`config.mk`:
```
export PLATFORM = sky130hd
export DESIGN_NAME = commit_trace_filter
export DESIGN_NICKNAME = d
export VERILOG_FILES = /design/src/rtl/commit_trace_filter.sv
export SDC_FILE = /design/constraint.sdc
export NUM_CORES = 2
export LEC_CHECK = 0
export ABC_CLOCK_PERIOD_IN_PS = 27700
export BUFFER_PORTS_ARGS = -buffer_cell sky130_fd_sc_hd__buf_2
export CAP_MARGIN = 5
export CORE_MARGIN = 4
export CORE_UTILIZATION = 50
export CTS_CLUSTER_DIAMETER = 100
export DETAILED_ROUTE_END_ITERATION = 7
export PLACE_DENSITY = 0.71
export SLEW_MARGIN = 20
export SYNTH_ARGS = -nofsm -noshare
export SYNTH_HDL_FRONTEND = slang
export SYNTH_SLANG_ARGS = --single-unit
```
`constraint.sdc`:
```
create_clock -name clk_i -period 27.7 [get_ports clk_i]
set_input_delay 1.385 -clock clk_i [delete_from_list [all_inputs] [get_ports clk_i]]
set_output_delay 1.385 -clock clk_i [all_outputs]
set_load 0.005 [all_outputs]
```
`src/rtl/commit_trace_filter.sv`:
```
// commit_trace_filter: classifies committed instructions, keeps the classes
// enabled in class_mask_i, buffers them in a small FIFO and drains them to a
// trace sink. Entries that arrive while the FIFO is full are counted as drops.
module commit_trace_filter #(
   parameter int VLEN     = 64,
   parameter int Depth    = 8,
   parameter int SeqWidth = 16
) (
   input  logic                       clk_i,
   input  logic                       rst_i,
   input  logic                       flush_i,
   input  logic                       commit_valid_i,
   input  logic [VLEN-1:0]            commit_pc_i,
   input  logic [31:0]                commit_instr_i,
   input  logic                       commit_is_compressed_i,
   input  logic [VLEN-1:0]            commit_mem_addr_i,
   input  logic [7:0]                 class_mask_i,
   output logic                       trace_valid_o,
   input  logic                       trace_ready_i,
   output logic [VLEN-1:0]            trace_pc_o,
   output logic [31:0]                trace_instr_o,
   output logic [2:0]                 trace_class_o,
   output logic [VLEN-1:0]            trace_addr_o,
   output logic [SeqWidth-1:0]        trace_seq_o,
   output logic [$clog2(Depth):0]     fifo_count_o,
   output logic [15:0]                drop_count_o,
   output logic                       overflow_o
);

   localparam int PW = $clog2(Depth);
   localparam int CW = PW + 1;
   localparam logic [CW-1:0] FULL_CNT = CW'(Depth);

   localparam logic [2:0] CLS_OTHER = 3'd0;
   localparam logic [2:0] CLS_LOAD  = 3'd1;
   localparam logic [2:0] CLS_STORE = 3'd2;
   localparam logic [2:0] CLS_LENC  = 3'd3;
   localparam logic [2:0] CLS_SENC  = 3'd4;
   localparam logic [2:0] CLS_CTRL  = 3'd5;
   localparam logic [2:0] CLS_SYS   = 3'd6;

   typedef struct packed {
      logic [VLEN-1:0]     pc;
      logic [31:0]         instr;
      logic [2:0]          cls;
      logic [VLEN-1:0]     addr;
      logic [SeqWidth-1:0] seq;
   } entry_t;

   entry_t              mem_q [Depth];
   entry_t              head_q, head_d;
   entry_t              push_entry;
   logic                valid_q, valid_d;
   logic [PW-1:0]       wr_ptr_q, wr_ptr_d;
   logic [PW-1:0]       rd_ptr_q, rd_ptr_d;
   logic [CW-1:0]       count_q, count_d;
   logic [15:0]         drop_q, drop_d;
   logic                ovf_q, ovf_d;
   logic [SeqWidth-1:0] seq_q, seq_d;

   logic [2:0]          commit_cls;
   logic                push_req, pop, full, wr_en, rd_en, drop;
   logic                is_mem_cls;

   // Decode the committed instruction into its trace class
   always_comb begin
      commit_cls = CLS_OTHER;
      if (commit_is_compressed_i) begin
         case (commit_instr_i[1:0])
            2'b00: begin
               case (commit_instr_i[15:13])
                  3'b001, 3'b010, 3'b011: commit_cls = CLS_LOAD;
                  3'b101, 3'b110, 3'b111: commit_cls = CLS_STORE;
                  default:                commit_cls = CLS_OTHER;
               endcase
            end
            2'b01: begin
               case (commit_instr_i[15:13])
                  3'b101, 3'b110, 3'b111: commit_cls = CLS_CTRL;
                  default:                commit_cls = CLS_OTHER;
               endcase
            end
            2'b10: begin
               case (commit_instr_i[15:13])
                  3'b001, 3'b010, 3'b011: commit_cls = CLS_LOAD;
                  3'b101, 3'b110, 3'b111: commit_cls = CLS_STORE;
                  3'b100: begin
                     // C.EBREAK is the single system encoding; JR/JALR have rs2=0, rs1!=0
                     if (commit_instr_i[15:0] == 16'h9002)
                        commit_cls = CLS_SYS;
                     else if (commit_instr_i[6:2] == 5'd0 && commit_instr_i[11:7] != 5'd0)
                        commit_cls = CLS_CTRL;
                     else
                        commit_cls = CLS_OTHER;
                  end
                  default: commit_cls = CLS_OTHER;
               endcase
            end
            default: commit_cls = CLS_OTHER;
         endcase
      end else begin
         case (commit_instr_i[6:0])
            7'b0000011: commit_cls = (commit_instr_i[14:12] == 3'b111) ? CLS_LENC : CLS_LOAD;
            7'b0100011: commit_cls = (commit_instr_i[14:12] == 3'b111) ? CLS_SENC : CLS_STORE;
            7'b0000111: commit_cls = CLS_LOAD;
            7'b0100111: commit_cls = CLS_STORE;
            7'b1100011, 7'b1101111, 7'b1100111: commit_cls = CLS_CTRL;
            7'b1110011: commit_cls = CLS_SYS;
            default:    commit_cls = CLS_OTHER;
         endcase
      end
   end

   // Build the candidate entry and the push/pop/drop decisions
   always_comb begin
      is_mem_cls       = (commit_cls >= CLS_LOAD) && (commit_cls <= CLS_SENC);
      push_entry.pc    = commit_pc_i;
      push_entry.instr = commit_instr_i;
      push_entry.cls   = commit_cls;
      push_entry.addr  = is_mem_cls ? commit_mem_addr_i : '0;
      push_entry.seq   = seq_q;

      push_req = commit_valid_i & class_mask_i[commit_cls];
      pop      = valid_q & trace_ready_i;
      full     = (count_q == FULL_CNT);
      // A flush discards any push or pop presented in the same cycle
      wr_en    = push_req & (~full | pop) & ~flush_i;
      rd_en    = pop & ~flush_i;
      drop     = push_req & full & ~pop & ~flush_i;
   end

   // Next-state for pointers, occupancy, drop accounting, sequence and head
   always_comb begin
      seq_d    = commit_valid_i ? seq_q + SeqWidth'(1) : seq_q;
      wr_ptr_d = wr_ptr_q;
      rd_ptr_d = rd_ptr_q;
      count_d  = count_q;
      drop_d   = drop_q;
      ovf_d    = ovf_q;
      head_d   = head_q;
      if (flush_i) begin
         wr_ptr_d = '0;
         rd_ptr_d = '0;
         count_d  = '0;
         drop_d   = '0;
         ovf_d    = 1'b0;
      end else begin
         if (wr_en) wr_ptr_d = wr_ptr_q + PW'(1);
         if (rd_en) rd_ptr_d = rd_ptr_q + PW'(1);
         count_d = count_q + CW'(wr_en) - CW'(rd_en);
         if (drop) begin
            ovf_d = 1'b1;
            if (drop_q != 16'hFFFF) drop_d = drop_q + 16'd1;
         end
      end
      valid_d = (count_d != '0);
      // Head register tracks the next oldest entry; bypass when it is being written now.
      // With the FIFO empty the head keeps its last contents.
      if (valid_d) begin
         if (wr_en && (wr_ptr_q == rd_ptr_d))
            head_d = push_entry;
         else
            head_d = mem_q[rd_ptr_d];
      end
   end

   // Control and head registers with synchronous reset
   always_ff @(posedge clk_i) begin
      if (rst_i) begin
         wr_ptr_q <= '0;
         rd_ptr_q <= '0;
         count_q  <= '0;
         drop_q   <= '0;
         ovf_q    <= 1'b0;
         seq_q    <= '0;
         valid_q  <= 1'b0;
         head_q   <= '0;
      end else begin
         wr_ptr_q <= wr_ptr_d;
         rd_ptr_q <= rd_ptr_d;
         count_q  <= count_d;
         drop_q   <= drop_d;
         ovf_q    <= ovf_d;
         seq_q    <= seq_d;
         valid_q  <= valid_d;
         head_q   <= head_d;
      end
   end

   // Entry storage; left unreset so it can map onto RAM
   always_ff @(posedge clk_i) begin
      if (wr_en) mem_q[wr_ptr_q] <= push_entry;
   end

   assign trace_valid_o = valid_q;
   assign trace_pc_o    = head_q.pc;
   assign trace_instr_o = head_q.instr;
   assign trace_class_o = head_q.cls;
   assign trace_addr_o  = head_q.addr;
   assign trace_seq_o   = head_q.seq;
   assign fifo_count_o  = count_q;
   assign drop_count_o  = drop_q;
   assign overflow_o    = ovf_q;

endmodule

```
==> flow_summary_export.csv <==
group,metric,value,unit
timing,finalMaxSlewViolations,0,
setup_path,cp-start-kind,"primary input",
timing,min_period,8.44,ns
min_path,hold_depth,2,
timing,clock.fmax,118,MHz
setup_path,crit_type,"in -> reg",
synthesis,yosysTopAreaCell,"edfxtp_1",
synthesis,synth_ff_type,"edfxtp_1",
power_and_ir_drop,switching_share,21.9,%
global_route,grt_pass1_vias,37099,
timing,setup_viol,0,
clock_network,cts.root.buffer_cell,"clkbuf_16",
power_and_ir_drop,power.internal,4.19,mW
detailed_routing,routed_wl,160000,µm
finish,final_common_cell,"edfxtp_1",
power_and_ir_drop,peakVddDrop,0.0655,mV
finish,nets,4095,
setup_path,timing.rr.start,"trace_valid_o",
setup_path,crit_path_end_kind,"flip-flop",
detailed_routing,vias_per_cell,6.22,
min_path,hp-class,"reg -> reg",
detailed_routing,antenna_left,0,
synthesis,synth_area,65000,µm²
setup_path,worst_ep_arrival_time,9.06,ns
clock_network,clkLatencyLatePin,0.79,ns
timing,skew,0.0312,ns
setup_path,rrSetupSlack,21.02,ns
place,dp_hpwl,81500,µm
detailed_routing,wl_per_cell,27.6,µm
die,top_level_ports,375,
power_and_ir_drop,p_leak,24.3,nW
run,drv_cap,0,
timing,fin_crit_sh,30.5,%
timing,tns,0,ns
finish,layout-drive-gt1-share,26.3,%
clock_network,cts.clk_slew.worst_paths,0.06,ns
synthesis,ys_seq_area_share,73.0,%
clock_network,cts_sinks,1655,
global_route,overflow,0,
clock_network,cts_tree,"yes",
clock_network,ctsLongestPathBuffers,3,
die,die_h,369,µm
die,die_w,369,µm
global_route,grt_max_degree,154,
synthesis,synth_top_area_share,66.1,%
outcome,status,"finished, final reports clean",
die,dieArea,136000,µm²
finish,n_fill_cell,9615,
clock_network,hold_buffers,0,
synthesis,synth_edf_count,1432,
power_and_ir_drop,p_switching,1.17,mW
setup_path,path_max_fanout,62,
synthesis,synth_cell_types,60,
finish,area_growth,14.5,%
finish,finalNonFillerCells,5811,
timing,hold_viol,0,
global_route,grt_pass1_wl,241000,µm
synthesis,ys_seq_elements,1655,
clock_network,postCtsSetupBuffers,0,
finish,mostFrequentLayoutCells,"edfxtp_1 (1432), buf_2 (374), mux4_2 (358)",
die,initial_core_util,50.3,%
place,dp.cells,5482,
power_and_ir_drop,p_clk_share,42.8,%
power_and_ir_drop,pwr-share-comb,5.5,%
setup_path,r2r_end,"trace_addr_o[53]",
timing,slew_headroom,23.1,%
setup_path,reg2reg_depth,16,
clock_network,cts_resized,0,
place,gp_congestion,0.768,
clock_network,htreeDepth,4,
timing,rsz0062_at_grt,"no",
setup_path,critPathRequiredTime,28.32,ns
synthesis,avgSynthCellArea,18.1,µm²
detailed_routing,first_pass_iters,5,
global_route,grtUsageTotal,23.7,%
power_and_ir_drop,seqPwrFrac,51.7,%
die,std_cell_rows,132,
power_and_ir_drop,powerDensity,72.1,nW/µm²
min_path,min_to,"trace_addr_o[32]",
synthesis,yosys_warnings,0,
timing,worst_pin_slew,1.15,ns
synthesis,synth_top_cells_by_area,"edfxtp_1 (66%), mux4_2 (12%), dfxtp_1 (6.9%)",
detailed_routing,drt_iter0_markers,3811,
synthesis,syn-num-nets,3773,
global_route,antenna_found_initial,25,
synthesis,async_flop_share,0,%
die,core_area,129000,µm²
detailed_routing,drcViolationCount,0,
detailed_routing,vias,36135,
min_path,worstHoldStart,"trace_addr_o[32]",
clock_network,numCtsBuffers,168,
place,portBuffers,374,
synthesis,syn_inst,3589,
synth_stat cells, types with 4 or more instances:
cell type     n
or3_1         8
xor2_1       14
dfxtp_1     223
o311ai_0    171
nand3_1     248
buf_2        13
o211ai_1      5
a31oi_1       5
nor3b_1       5
xnor2_1       6
o211a_1       4
mux4_2      360
o21ai_0     140
or4_1         9
o31ai_1      10
and2_1        8
nand2_1      90
mux2i_1     185
ha_1          9
nor2_1       96
clkbuf_1    203
and3_1      123
o311ai_1      7
nor3_1        8
buf_1        51
edfxtp_1   1432
nand4_1       9
a32oi_1       4
a21oi_1      24
inv_1        72
buf_4         5
worst max path at each step:
stage | start | end | slack [ns] | cells after the start
floorplan | commit_instr_i[5] | mem_q[4][0] | 4.89 | 12
global placement | commit_instr_i[7] | trace_addr_o[35] | 18.71 | 20
finish | commit_instr_i[7] | trace_addr_o[53] | 19.26 | 20
detailed placement | commit_instr_i[7] | trace_addr_o[62] | 18.51 | 20
global route | commit_instr_i[7] | trace_addr_o[37] | 18.83 | 20
CTS | commit_instr_i[7] | trace_addr_o[47] | 19.36 | 20
power groups by stage:
stage	registers [mW]	logic (mW)	clock network, mW
floorplan	2.83	0.151	0
global placement	2.83	0.286	0
detailed placement	2.83	0.292	0
CTS	2.77	0.293	2.34
global route	2.78	0.318	2.46
finish	2.77	0.293	2.30
per-layer routing:
metal	up-vias	share of wire [%]	track usage (%)
li1	15316	-	-
met1	18900	41	32.7
met2	1640	47	36.9
met3	265	9.8	7.09
met4	14	2.3	6.96
met5	-	0.058	0
layout make-up:
class | count | area (µm²) | share of cell area [%]
multi-input cells | 1586 | 16400 | 22.0
clock inverters | 75 | 915 | 1.23
well taps | 1742 | 2180 | 2.93
repair buffers | 426 | 2440 | 3.27
inverters | 74 | 283 | 0.380
diodes | 14 | 35.0 | 0.0471
clock buffers | 239 | 4780 | 6.42
flip-flops and latches | 1655 | 47500 | 63.8
cells by family (layout without fill, tap and decap cells):
family	count (synthesis)	in the layout	share of synthesized area (%)
AND/OR/NAND/NOR	622	622	4.85
XOR/XNOR	20	20	0.269
multiplexers	545	545	15.3
AO/OA/AOI/OAI	389	389	4.28
flip-flops	1655	1655	73.0
buffers and inverters	348	814	2.09
adder cells (fa/ha/maj)	10	10	0.204
other	0	14	0
state kept, by name, indices dropped and copies added, names as in the netlist:
name / flops
overflow_o: 1
drop_count_o: 16
trace_valid_o: 1
rd_ptr_q: 3
seq_q: 16
trace_class_o: 3
wr_ptr_q: 3
trace_instr_o: 32
trace_seq_o: 16
mem_q: 1432
trace_pc_o: 64
trace_addr_o: 64
fifo_count_o: 4
metrics by stage:
stage / util, % / worst slack [ns] / power (mW) / cell area (µm²) / hold slack, ns
3_5_place_dp: 53.1 / 18.51 / 3.12 / 68700 / 0.450
6_report: 57.6 / 19.26 / 5.37 / 74400 / 0.471
3_3_place_gp: 53.1 / 18.71 / 3.11 / 68700 / 0.440
5_1_grt: 57.6 / 18.83 / 5.55 / 74400 / 0.497
2_1_floorplan: - / 4.89 / 2.98 / 65000 / 0.457
4_1_cts: 57.5 / 19.36 / 5.41 / 74400 / 0.472
worst max-delay path, cell delays in order:
cell      delay [ns]
buf_2           0.15
nor3_1          0.69
nand2_1         0.36
o21a_1          0.29
a311oi_4        0.33
inv_2           0.19
mux4_4          0.95
nand2_1         0.37
ha_1            0.39
inv_1           0.04
ha_1            0.20
fa_1            0.42
xor2_1          0.16
nor3_1          0.51
a211o_4         0.65
buf_4           0.75
buf_4           0.72
nor2_1          0.13
o21ai_0         0.11
o311ai_0        0.15
No activity file was read; power rests on OpenSTA's default activity.
